$ cat config.mk
export PLATFORM = sky130hd
export DESIGN_NAME = bridge_demux3
export DESIGN_NICKNAME = d
export VERILOG_FILES = /design/src/rtl/bridge_pkg.sv /design/src/rtl/bridge_addr_decode.sv /design/src/rtl/bridge_demux3.sv
export SDC_FILE = /design/constraint.sdc
export NUM_CORES = 1
export LEC_CHECK = 0
export BUFFER_PORTS_ARGS = -buffer_cell sky130_fd_sc_hd__clkbuf_2
export CAP_MARGIN = 30
export CORE_MARGIN = 3
export CORE_UTILIZATION = 47
export CTS_BUF_LIST = sky130_fd_sc_hd__clkbuf_4 sky130_fd_sc_hd__clkbuf_8
export CTS_CLUSTER_SIZE = 25
export DETAILED_ROUTE_END_ITERATION = 7
export PLACE_DENSITY = 0.92
export SYNTH_ARGS = -nofsm -noshare
export SYNTH_HDL_FRONTEND = slang
export SYNTH_SLANG_ARGS = --single-unit
export TNS_END_PERCENT = 100
$ cat constraint.sdc
create_clock -name clk -period 2.14 [get_ports clk]
set_input_delay 0.107 -clock clk [delete_from_list [all_inputs] [get_ports clk]]
set_output_delay 0.107 -clock clk [all_outputs]
set_load 0.05 [all_outputs]
$ cat src/rtl/bridge_pkg.sv
// Shared definitions for the CPU-to-peripheral bridge.
// Contents: FSM state encoding, one-hot slave selects, default address map,
// the registered request record and a range-compare helper.
package bridge_pkg;

  typedef enum logic [1:0] {
    IDLE  = 2'd0,
    ISSUE = 2'd1,
    RESP  = 2'd2
  } state_t;

  localparam logic [2:0] SEL_NONE = 3'b000;
  localparam logic [2:0] SEL_DM   = 3'b001;
  localparam logic [2:0] SEL_T0   = 3'b010;
  localparam logic [2:0] SEL_T1   = 3'b100;

  localparam logic [31:0] DM_BASE  = 32'h0000_0000;
  localparam logic [31:0] DM_LIMIT = 32'h0000_2FFF;
  localparam logic [31:0] T0_BASE  = 32'h0000_7F00;
  localparam logic [31:0] T0_LIMIT = 32'h0000_7F0B;
  localparam logic [31:0] T1_BASE  = 32'h0000_7F10;
  localparam logic [31:0] T1_LIMIT = 32'h0000_7F1B;

  // Request as held while the slave is being driven; addr is already the offset.
  typedef struct packed {
    logic        we;
    logic [31:0] addr;
    logic [3:0]  byteen;
    logic [2:0]  sel;
  } req_t;

  function automatic logic in_range(input logic [31:0] a,
                                    input logic [31:0] lo,
                                    input logic [31:0] hi);
    return (a >= lo) && (a <= hi);
  endfunction

endpackage

$ cat src/rtl/bridge_addr_decode.sv
// Combinational address decoder for the bridge.
// Ports: addr/we/byteen in; sel (one-hot, zero on error), offset (addr - base),
// err (unmapped, misaligned timer access, or partial timer write).
module bridge_addr_decode
  import bridge_pkg::*;
#(
  parameter logic [31:0] BASE0  = DM_BASE,
  parameter logic [31:0] LIMIT0 = DM_LIMIT,
  parameter logic [31:0] BASE1  = T0_BASE,
  parameter logic [31:0] LIMIT1 = T0_LIMIT,
  parameter logic [31:0] BASE2  = T1_BASE,
  parameter logic [31:0] LIMIT2 = T1_LIMIT
) (
  input  logic [31:0] addr,
  input  logic        we,
  input  logic [3:0]  byteen,
  output logic [2:0]  sel,
  output logic [31:0] offset,
  output logic        err
);

  logic timer_ok;

  // Timers only take aligned word accesses, and writes must be full-word.
  assign timer_ok = (addr[1:0] == 2'b00) && (!we || byteen == 4'b1111);

  // Priority chain: lowest index wins if ranges were ever configured to overlap.
  always_comb begin
    sel    = SEL_NONE;
    offset = '0;
    err    = 1'b1;
    if (in_range(addr, BASE0, LIMIT0)) begin
      sel    = SEL_DM;
      offset = addr - BASE0;
      err    = 1'b0;
    end else if (in_range(addr, BASE1, LIMIT1)) begin
      if (timer_ok) begin
        sel    = SEL_T0;
        offset = addr - BASE1;
        err    = 1'b0;
      end
    end else if (in_range(addr, BASE2, LIMIT2)) begin
      if (timer_ok) begin
        sel    = SEL_T1;
        offset = addr - BASE2;
        err    = 1'b0;
      end
    end
  end

endmodule

$ cat src/rtl/bridge_demux3.sv
// Bridge from the MEM-stage master to DM / Timer0 / Timer1.
// Master side: m_req/m_we/m_addr/m_wdata/m_byteen in, m_ready (comb),
//   m_rvalid/m_rdata/m_err (registered one-cycle response).
// Slave side: s_sel/s_we/s_addr/s_wdata/s_byteen out (nonzero only in ISSUE,
//   driven from registers), s_ack and s_rdata0..2 in.
module bridge_demux3
  import bridge_pkg::*;
#(
  parameter int          WIDTH   = 32,
  parameter logic [31:0] BASE0   = DM_BASE,
  parameter logic [31:0] LIMIT0  = DM_LIMIT,
  parameter logic [31:0] BASE1   = T0_BASE,
  parameter logic [31:0] LIMIT1  = T0_LIMIT,
  parameter logic [31:0] BASE2   = T1_BASE,
  parameter logic [31:0] LIMIT2  = T1_LIMIT,
  parameter int          TIMEOUT = 16
) (
  input  logic             clk,
  input  logic             reset,
  input  logic             m_req,
  input  logic             m_we,
  input  logic [31:0]      m_addr,
  input  logic [WIDTH-1:0] m_wdata,
  input  logic [3:0]       m_byteen,
  output logic             m_ready,
  output logic             m_rvalid,
  output logic [WIDTH-1:0] m_rdata,
  output logic             m_err,
  output logic [2:0]       s_sel,
  output logic             s_we,
  output logic [31:0]      s_addr,
  output logic [WIDTH-1:0] s_wdata,
  output logic [3:0]       s_byteen,
  input  logic [2:0]       s_ack,
  input  logic [WIDTH-1:0] s_rdata0,
  input  logic [WIDTH-1:0] s_rdata1,
  input  logic [WIDTH-1:0] s_rdata2
);

  localparam logic [7:0] TO_LAST = 8'(TIMEOUT - 1);

  state_t           state, state_nxt;
  req_t             req;
  logic [WIDTH-1:0] wdata_q;
  logic [7:0]       cnt;

  logic [2:0]       dec_sel;
  logic [31:0]      dec_off;
  logic             dec_err;
  logic             accept, ack_hit, timed_out;
  logic [WIDTH-1:0] rdata_mux;

  bridge_addr_decode #(
    .BASE0(BASE0), .LIMIT0(LIMIT0),
    .BASE1(BASE1), .LIMIT1(LIMIT1),
    .BASE2(BASE2), .LIMIT2(LIMIT2)
  ) u_dec (
    .addr   (m_addr),
    .we     (m_we),
    .byteen (m_byteen),
    .sel    (dec_sel),
    .offset (dec_off),
    .err    (dec_err)
  );

  assign m_ready   = (state == IDLE);
  assign accept    = m_ready && m_req;
  // Acks from slaves other than the registered select are masked off here.
  assign ack_hit   = (state == ISSUE) && |(s_ack & req.sel);
  assign timed_out = (state == ISSUE) && !ack_hit && (cnt == TO_LAST);

  always_comb begin
    rdata_mux = '0;
    unique case (1'b1)
      req.sel[0]: rdata_mux = s_rdata0;
      req.sel[1]: rdata_mux = s_rdata1;
      req.sel[2]: rdata_mux = s_rdata2;
      default:    rdata_mux = '0;
    endcase
  end

  always_ff @(posedge clk or negedge reset) begin
    if (!reset) state <= IDLE;
    else        state <= state_nxt;
  end

  always_comb begin
    state_nxt = state;
    case (state)
      IDLE:    if (accept) state_nxt = dec_err ? RESP : ISSUE;
      ISSUE:   if (ack_hit || timed_out) state_nxt = RESP;
      RESP:    state_nxt = IDLE;
      default: state_nxt = IDLE;
    endcase
  end

  // Request capture, watchdog and the registered response. The response
  // registers are loaded on the edge that enters RESP, so they are valid
  // exactly for the RESP cycle and cleared on the edge that leaves it.
  always_ff @(posedge clk or negedge reset) begin
    if (!reset) begin
      req      <= '0;
      wdata_q  <= '0;
      cnt      <= '0;
      m_rvalid <= 1'b0;
      m_rdata  <= '0;
      m_err    <= 1'b0;
    end else begin
      m_rvalid <= 1'b0;
      m_rdata  <= '0;
      m_err    <= 1'b0;
      cnt      <= (state == ISSUE) ? cnt + 8'd1 : 8'd0;
      if (accept) begin
        req     <= '{we: m_we, addr: dec_off, byteen: m_byteen, sel: dec_sel};
        wdata_q <= m_wdata;
        if (dec_err) begin
          m_rvalid <= 1'b1;
          m_err    <= 1'b1;
        end
      end
      if (ack_hit) begin
        m_rvalid <= 1'b1;
        m_rdata  <= req.we ? '0 : rdata_mux;
      end else if (timed_out) begin
        m_rvalid <= 1'b1;
        m_err    <= 1'b1;
      end
    end
  end

  always_comb begin
    s_sel    = SEL_NONE;
    s_we     = 1'b0;
    s_addr   = '0;
    s_wdata  = '0;
    s_byteen = '0;
    if (state == ISSUE) begin
      s_sel    = req.sel;
      s_we     = req.we;
      s_addr   = req.addr;
      s_wdata  = wdata_q;
      s_byteen = req.byteen;
    end
  end

endmodule
== Yosys cells after proc, flatten, opt, wreduce, memory -nomap -nowiden ==
Cells that the tools add are included.
Cells by class
  add/subtract/negate cells: 3
  $mul: 0
  divide/modulo/power cells: 0
  magnitude comparators: 6
  equality and inequality tests: 5
  shift operators: 0
  mux-type cells: 32
  bitwise gates (word level): 1
  reduce and logical (&&, ||, !) cells: 16
Operators with widths (count)
  2-to-1 mux 32 bit: 9
  case mux 32 bit (3 select lines): 1
  greater-or-equal comparator 32 x 15 -> 1 bit (second input constant): 2
  <= comparator 32 x 15 -> 1 bit (second input constant): 2
  subtractor 32 x 15 -> 32 bit (second input constant): 2
  greater-or-equal comparator 32 x 1 -> 1 bit (second input constant): 1
  <= comparator 32 x 14 -> 1 bit (second input constant): 1
  2-to-1 mux 3 bit: 5
  2-to-1 mux 1 bit: 10
  adder 8 x 1 -> 8 bit (second input constant): 1
  == test 8 x 4 -> 1 bit (second input constant): 1
  logical AND 1 bit: 8
  2-to-1 mux 2 bit: 4
  2-to-1 mux 8 bit: 1
  == test 4 bit (second input constant): 1
  logical NOT 2 bit: 2
  2-to-1 mux 4 bit: 1
  case mux 2 bit (2 select lines): 1
  AND 3 bit: 1
  OR reduction 3 bit: 1
  == test 2 x 1 -> 1 bit (second input constant): 1
  logical NOT 1 bit: 2
  logical OR 1 bit: 2
  inequality test 2 x 1 -> 1 bit (second input constant): 1
  2 further kinds: 2
Storage, ports and cells
  register bits: 116
  latch bits: 0
  RAM bits: 0
  ROM bits: 0
  bits of input ports: 171
  output and inout port bits: 107
  memories: 0

== Logic depth before layout (Yosys ltp) ==
Gate-level depths: netlist (run 1).
  word-level depth: 11
  mapped depth: 8

== Modules after synthesis ==
A second synthesis (run 1) with hierarchy kept.
Unflattened totals
  cells, all modules: 486
  area, all modules: 5729.2 um^2
Modules (own cells, without submodules)
  bridge_demux3: times used 1, cells each 396, area an instance 5062.4 um^2
  bridge_addr_decode: times used 1, cells each 90, area an instance 666.9 um^2

== Least setup slack after synthesis (run 1) ==
Ideal clock, no wire load.
  kind: register to register
  start point: register state[1]
  end point: register req[22] (netlist bit)
  arrival time: 2.279 ns
  slack: -0.208 ns
  stages on the path, launching flop included: 7
  buffers on the path: 1
  clock period less this slack: 2.348 ns
  path through: dfrtp_1 > nor2_1 > nand2_1 > a2111o_1 > a211o_1 > buf_1 > nand3_1
On the way
  word-level cells in the longest chain between the ends: 2
RTL lines
  start, declared: RTL line bridge_demux3.sv:42  | state_t state, state_nxt;
  start signal, assigned: RTL line bridge_demux3.sv:84  | else state <= state_nxt;
  logical NOT 2 bit: RTL line bridge_demux3.sv:66  | assign m_ready = (state == IDLE);
  net m_ready: RTL line bridge_demux3.sv:25  | output logic m_ready,
  logical AND 1 bit: RTL line bridge_demux3.sv:67  | assign accept = m_ready && m_req;
  end signal, assigned: RTL line bridge_demux3.sv:114  | req <= '{we: m_we, addr: dec_off, byteen: m_byteen, sel: dec_sel};
  end, declared: RTL line bridge_demux3.sv:43  | req_t req;
The timed path passes the listed nets, and every way through them passes these cells.
A chain may end at the register's enable or synchronous reset.

== Worst setup path after layout (run 1) ==
  start point: input port m_addr[5]
  end point: register req[36] (netlist bit)
On the way
  word-level cells in the longest chain between the ends: 5
  elaborated cells on any way between the ends: 16
  those cells by class: add/sub: 2; order compare: 6; mux: 5; reduce/logical: 3
RTL lines
  start, declared: RTL line bridge_demux3.sv:22  | input logic [31:0] m_addr,
  subtractor 32 x 15 -> 32 bit (tied with other cells): RTL line bridge_addr_decode.sv:45  | offset = addr - BASE2;
  2-to-1 mux 32 bit / logical AND 1 bit (equally long branches): RTL line bridge_addr_decode.sv:43, bridge_pkg.sv:35
  2-to-1 mux 32 bit: RTL line bridge_addr_decode.sv:42  | end else if (in_range(addr, BASE2, LIMIT2)) begin
  2-to-1 mux 32 bit: RTL line bridge_addr_decode.sv:36  | end else if (in_range(addr, BASE1, LIMIT1)) begin
  2-to-1 mux 32 bit (*): RTL line bridge_addr_decode.sv:32  | if (in_range(addr, BASE0, LIMIT0)) begin
Every way passes the cells marked *; elsewhere a longest branch is shown, timed or not.

==> results of run 1 <==
-- repair_timing --
| action | 4_1_cts | 5_1_grt |
|---|---|---|
| endpoints found under the hold margin | 112 | 0 |
| hold buffers | 111 | 0 |
| endpoints found under the setup margin | 0 | 17 |
| buffers inserted | 0 | 0 |
| gates resized for setup | 0 | 5 |
-- path summary, 6_finish.rpt --
kind                       cells after the start     endpoint  slack, ps
min                                            2      req[11]         30
min in group asynchronous                      2  m_rdata[13]        190
max reg2reg                                    4  m_rdata[23]        170
min reg2reg                                    2       req[6]        470
max in group asynchronous                      3       req[5]       1270
max                                            9      req[36]         80
-- cell type report --
| cell class | count | area, µm² |
|---|---|---|
| Antenna cell | 2 | 5.00 |
| Clock buffer | 20 | 263 |
| Clock inverter | 12 | 156 |
| Fill cell | 681 | 2520 |
| Inverter | 2 | 7.51 |
| Multi-Input combinational cell | 424 | 2390 |
| Sequential cell | 116 | 2900 |
| Tap cell | 140 | 175 |
| Timing Repair Buffer | 405 | 2670 |
-- flip-flops by register name, indices dropped and copies added, names as in the netlist --
register  cells
m_err         1
m_rdata      32
cnt           8
m_rvalid      1
wdata_q      32
req          40
state         2
-- metrics by stage --
step,total power [W],setup TNS [ps],setup WS (ps)
after floorplan,0.00255,0,53.0
after global placement,0.00283,-959,-108
after detailed placement,0.00285,-1190,-154
after CTS,0.00508,0,51.8
after global routing,0.00530,-1.23,-1.23
final,0.00511,0,81.7
-- per-layer routing --
metal  global-route usage [%]  part of all wire [%]  up-vias
met5                        0                 0.057        -
met4                     23.2                   7.4        2
met3                     13.2                    10      147
met2                     58.7                    49      528
met1                     39.9                    33     2990
li1                         -                     -     2782
-- power by group --
group          internal [W]  total, W  switching (W)
sequential          0.00230   0.00235      0.0000585
clock               0.00121   0.00213       0.000923
combinational      0.000296  0.000622       0.000326
-- kinds of logic after synthesis --
| kind of cell | count (synthesis) | share of synthesized area, % |
|---|---|---|
| buf+inv | 44 | 3.18 |
| xor+xnor | 7 | 1.13 |
| fa+ha+maj | 5 | 1.15 |
| simple gates | 346 | 30.4 |
| flops | 116 | 53.5 |
| compound gates | 66 | 10.6 |
-- cells in the final DEF (no fill, tap or decap), types with 6 or more instances in the layout --
master         Yosys  routed
clkbuf_2           0     275
nand2_1          151     150
dfrtp_1          116     116
dlygate4sd3_1      0     111
and2_1            74      74
nor2_1            51      49
a222oi_1          33      33
nand3_1           20      20
clkbuf_8           0      18
buf_4              0      15
nor2b_1           11      10
nor4_1             8       8
nor3_1             6       6
o21ai_0            6       6
==> summary.txt, run 1 <==
Critical path
  • Worst Path Required: 2480 ps
  • R2r startpoint: req[2]
  • Critical path type: input pin to flip-flop
  • CP cell instances: dlygate4sd3_1 > clkbuf_2 > inv_1 > ha_1 > nand4_1 > a32o_1 > or3_1 > a211o_2 > nand3_1
  • Endpoint type of the worst setup path: flip-flop
  • Critical path's slowest cell: dlygate4sd3_1
  • Critical Path Fanout Max: 9
  • CP Buf/Inv Count: 3
  • CP startpoint kind: input pin
  • Arr. time, crit path: 2400 ps
  • Max incr delay on CP: 530 ps
  • Largest delay contributor family on the critical path: buffers and inverters
  • Critical Path Source: m_addr[5]

Die
  • Die Ht: 113 µm
  • Die footprint: 12,900 µm²
  • Row count: 38
  • Starting Density: 49.0%
  • Core ar.: 11,100 µm²
  • IO Pins: 278
  • Die W: 113 µm

Routing
  • Drt wl/cell: 20.5 µm
  • DRC viols: 5
  • Routed Antenna Nets: 0
  • Initial drt markers: 998
  • Vias/cell: 5.75
  • Detailed Route WL: 23.0 mm
  • Via count: 6,449
  • Detailed Routing Iterations Pass 1: 8

Global routing
  • Largest net degree at the start of global routing: 76
  • Vias in the first global route: 6,455
  • First-pass GRT wire length: 35.4 mm
  • Initial antenna violation count: 3
  • GRT Residual Overflow: 0
  • GRT Total Usage: 36.1%

Logic synthesis
  • Sequential fraction of the synthesis area: 53.5%
  • Top post-synthesis cells by area: dfrtp_1 53%, nand2_1 10%, and2_1 8.5%
  • Post-Syn Area per Cell: 9.29 µm²
  • Dominant cell type by area after synthesis: dfrtp_1
  • Synthesized flop and latch total: 116
  • Syn Inst Count: 584
  • Synthesized area: 5430 µm²
  • Syn Nets: 760
  • Area share of the largest cell type after synthesis: 53.5%
  • Asr flop ratio synth: 100%
  • Ys flop type: dfrtp_1
  • Syn. warnings: 0
  • Number of flops mapped to enable cells by yosys: 0
  • Synth top cells by count: 151 x nand2_1, 116 x dfrtp_1, 74 x and2_1, 51 x nor2_1, 38 x clkbuf_1
  • Synth unique cells: 42
  • Count leader, synth: nand2_1

Timing
  • Fin. max-slew vios: 0
  • Final Cycle Share: 96.2%
  • Hold Fails Final Rpt: 0
  • Worst Tran Pin Value: 663 ps
  • F_max: 0.486 GHz
  • Final setup viols: 0
  • Clock Skew: 16.2 ps
  • Final min period: 2060 ps
  • Hold_ws: 30.9 ps
  • Max-slew headroom: 55.8%

Final layout
  • Layout area overhead: 57.8%
  • Final core occ: 77.3%
  • Final Cell Area: 8560 µm²
  • Layout Nets: 1,142
  • Layout cells sized above 1: 34.2%
  • Final Non-Filler Cells: 1,121

Placement
  • Detailed Place HPWL: 12.9 mm
  • Gp weighted congestion: 0.892
  • Placed Instances: 976
  • Placed instance area: 7010 µm²
  • IO buf count: 277

Clock network
  • Clk sinks: 116
  • CTS tree: yes
  • H-tree Lvls: 4
  • Root Driver: clkbuf_8
  • Clk buf depth: 2
  • Worst-Skew Late Latency: 430 ps
  • Cts bufs inserted: 17
  • Clock-pin slew on the worst setup and hold paths: 70 ps

Worst hold path
  • HP Class: input pin to flip-flop
  • Hold wc startpoint: m_addr[4]

Flow run
  • Max-Cap Viols: 0

Power
  • Pwr dens: 597 nW/µm²
  • Peak VDD IR: 0.000481 V
  • Leak Pwr: 4.41 nW

Status
  • Status: finished with violations
  • Failing checks: design-rule violations
(Power assumes the default switching activity.)
==> run 2, diff against run 1 <==
--- a/config.mk
+++ b/config.mk
@@ -5,14 +5,16 @@
 export SDC_FILE = /design/constraint.sdc
 export NUM_CORES = 1
 export LEC_CHECK = 0
-export BUFFER_PORTS_ARGS = -buffer_cell sky130_fd_sc_hd__clkbuf_2
+export BUFFER_PORTS_ARGS = -buffer_cell sky130_fd_sc_hd__buf_4
 export CAP_MARGIN = 30
+export CORE_ASPECT_RATIO = 1.2
 export CORE_MARGIN = 3
 export CORE_UTILIZATION = 47
 export CTS_BUF_LIST = sky130_fd_sc_hd__clkbuf_4 sky130_fd_sc_hd__clkbuf_8
 export CTS_CLUSTER_SIZE = 25
 export DETAILED_ROUTE_END_ITERATION = 7
 export PLACE_DENSITY = 0.92
+export SLEW_MARGIN = 20
 export SYNTH_ARGS = -nofsm -noshare
 export SYNTH_HDL_FRONTEND = slang
 export SYNTH_SLANG_ARGS = --single-unit
==> run 2 against run 1 <==
  * The run now ends clean
  * Sequential share of layout area decreased by 2.9 points
  * Combinational power increased by 15%
  * Register-to-register slack about the same
  * Die area about the same
  * Non-clock buffer count increased by 5
  * Worst setup slack got worse by 15 ps
  * Largest cell class is now non-clock buffers
  * Critical path type unchanged
  * Wire length increased by 0.79%
  * Sequential power about the same
  * Clock-buffer cell count unchanged
  * Cell count increased by 1.6%
  * Design area increased by 9.3%
  * Clock skew decreased by 3.8 ps
==> summary.txt, run 2 (synthesis gave the netlist of run 1 again) <==
Die
  • Die footprint: 12,900 µm²
  • Die W: 104 µm
  • Row count: 42
  • Die Ht: 124 µm
  • Core ar.: 11,100 µm²
  • Starting Density: 48.7%
  • IO Pins: 278

Global routing
  • First-pass GRT wire length: 35.4 mm
  • Largest net degree at the start of global routing: 65
  • GRT Residual Overflow: 0
  • GRT Total Usage: 35.7%
  • Initial antenna violation count: 0
  • Vias in the first global route: 6,594

Clock network
  • Clk sinks: 116
  • Clock-pin slew on the worst setup and hold paths: 70 ps
  • Cts bufs inserted: 17
  • Worst-Skew Late Latency: 430 ps
  • H-tree Lvls: 4
  • CTS tree: yes
  • Setup bufs post-CTS: 0
  • Root Driver: clkbuf_8
  • Clk buf depth: 2

Timing
  • Final setup viols: 0
  • RSZ-0062 raised after global routing: no
  • Hold_ws: 13.7 ps
  • Max-slew headroom: 62.6%
  • Final min period: 2070 ps
  • Final Cycle Share: 96.9%
  • Worst Tran Pin Value: 561 ps
  • Hold Fails Final Rpt: 0
  • F_max: 0.482 GHz
  • Clock Skew: 12.5 ps
  • Fin. max-slew vios: 0

Placement
  • IO buf count: 277
  • Gp weighted congestion: 0.928
  • Detailed Place HPWL: 13.3 mm
  • Placed Instances: 994

Routing
  • Routed wl met2: 11.7 mm
  • Routed Antenna Nets: 0
  • Initial drt markers: 598
  • Drt wl/cell: 20.3 µm
  • Detailed Route WL: 23.1 mm
  • Top Metal Used: met4
  • DRC viols: 0
  • WL met3: 2.08 mm
  • Via count: 6,349
  • Met1 WL: 7.84 mm
  • Vias/cell: 5.57
  • Detailed Routing Iterations Pass 1: 7

Flow run
  • Max-Cap Viols: 0

Final layout
  • Most frequent cells in the layout: 294 x buf_4, 150 x nand2_1, 116 x dfrtp_1
  • Layout Nets: 1,148
  • Fill count: 599
  • Ant. Diodes: 0
  • Final Non-Filler Cells: 1,139
  • Layout area overhead: 72.5%
  • Regs by FF count: req (40), m_rdata (32), wdata_q (32)
  • Layout cells sized above 1: 34.1%
  • Register area: 2900 µm²
  • Most common cell after layout, fill and taps aside: buf_4
  • Multi-input logic area: 2380 µm²
  • Largest Register: req
  • Max reg flops: 40

Critical path
  • Arr. time, crit path: 2430 ps
  • Worst Path Required: 2500 ps
  • Critical Path Fanout Max: 9
  • CP startpoint kind: input pin
  • Critical path type: input pin to flip-flop
  • Endpoint type of the worst setup path: flip-flop

Power
  • Leak Pwr: 4.65 nW
  • Peak VDD IR: 0.000471 V
  • Pwr dens: 584 nW/µm²

Status
  • Status: complete, no violations

Worst hold path
  • HP Class: input pin to flip-flop
## run 2: cell types whose count changed in the layout (fill, tap and decap cells not counted), sizes merged
cell / before / now
clkinv: 8 / 3
diode: 2 / 0
bufinv: 3 / 5
nor2b: 11 / 12
clkinvlp: 1 / 4
buf: 19 / 298
clkbuf: 295 / 20
dlygate4sd3: 111 / 112
## run 2: cell type report
type                       count  share of cell area [%]
clock buffer                  20                    2.87
clock inverter                12                    2.17
inverter                       2                  0.0802
multi-input combinational    425                    25.4
sequential                   116                    31.0
tap                          154                    2.06
timing repair buffer         410                    36.4
## run 2: worst max-delay path, cell delays in order
cell	delay [ps]
dlygate4sd3_1	530
buf_4	130
inv_1	60
ha_1	200
a41oi_1	300
o2111ai_1	180
or3_1	420
a211o_1	380
nand3_1	120
## run 2: metal layers
| layer | GRT usage (%) | up-vias |
|---|---|---|
| met2 | 63.1 | 471 |
| li1 | - | 2783 |
| met3 | 9.80 | 116 |
| met4 | 23.4 | 0 |
| met1 | 37.7 | 2979 |
| met5 | 0 | - |
## run 2: path summary, 6_finish.rpt
path / start / endpoint / slack, ps / cells after the start
min in group asynchronous: reset / wdata_q[14] / 210 / 2
min: s_rdata0[24] / m_rdata[24] / 10 / 3
min reg2reg: req[7] / req[7] / 460 / 2
max: m_addr[4] / req[22] / 70 / 9
max reg2reg: state[1] / m_rdata[3] / 160 / 4
max in group asynchronous: reset / m_rdata[12] / 1150 / 3
## run 2: per-stage QoR
step                      total power (W)  cell area [µm²]  TNS [ps]  util (%)  setup WS [ps]
final                             0.00547             9360         0      84.0           67.0
after CTS                         0.00540             9350         0      83.9           77.0
after global routing              0.00568             9360         0      84.0           13.3
after floorplan                   0.00255             5430         0         -           53.0
after detailed placement          0.00294             7760     -1240      69.6           -146
after global placement            0.00292             7760     -1220      69.6           -137
## run 2: power breakdown
group	internal (W)	total, W	leakage, nW	switching (W)
Sequential	0.00230	0.00237	1.55	0.0000729
Clock	0.00146	0.00238	0.225	0.000920
Combinational	0.000385	0.000717	2.88	0.000332
Total	0.00414	0.00547	4.65	0.00132
## run 2: what timing repair did
action	4_1_cts	5_1_grt
gates resized for setup	0	0
endpoints found under the setup margin	0	46
endpoints found under the hold margin	120	0
hold buffers	112	0
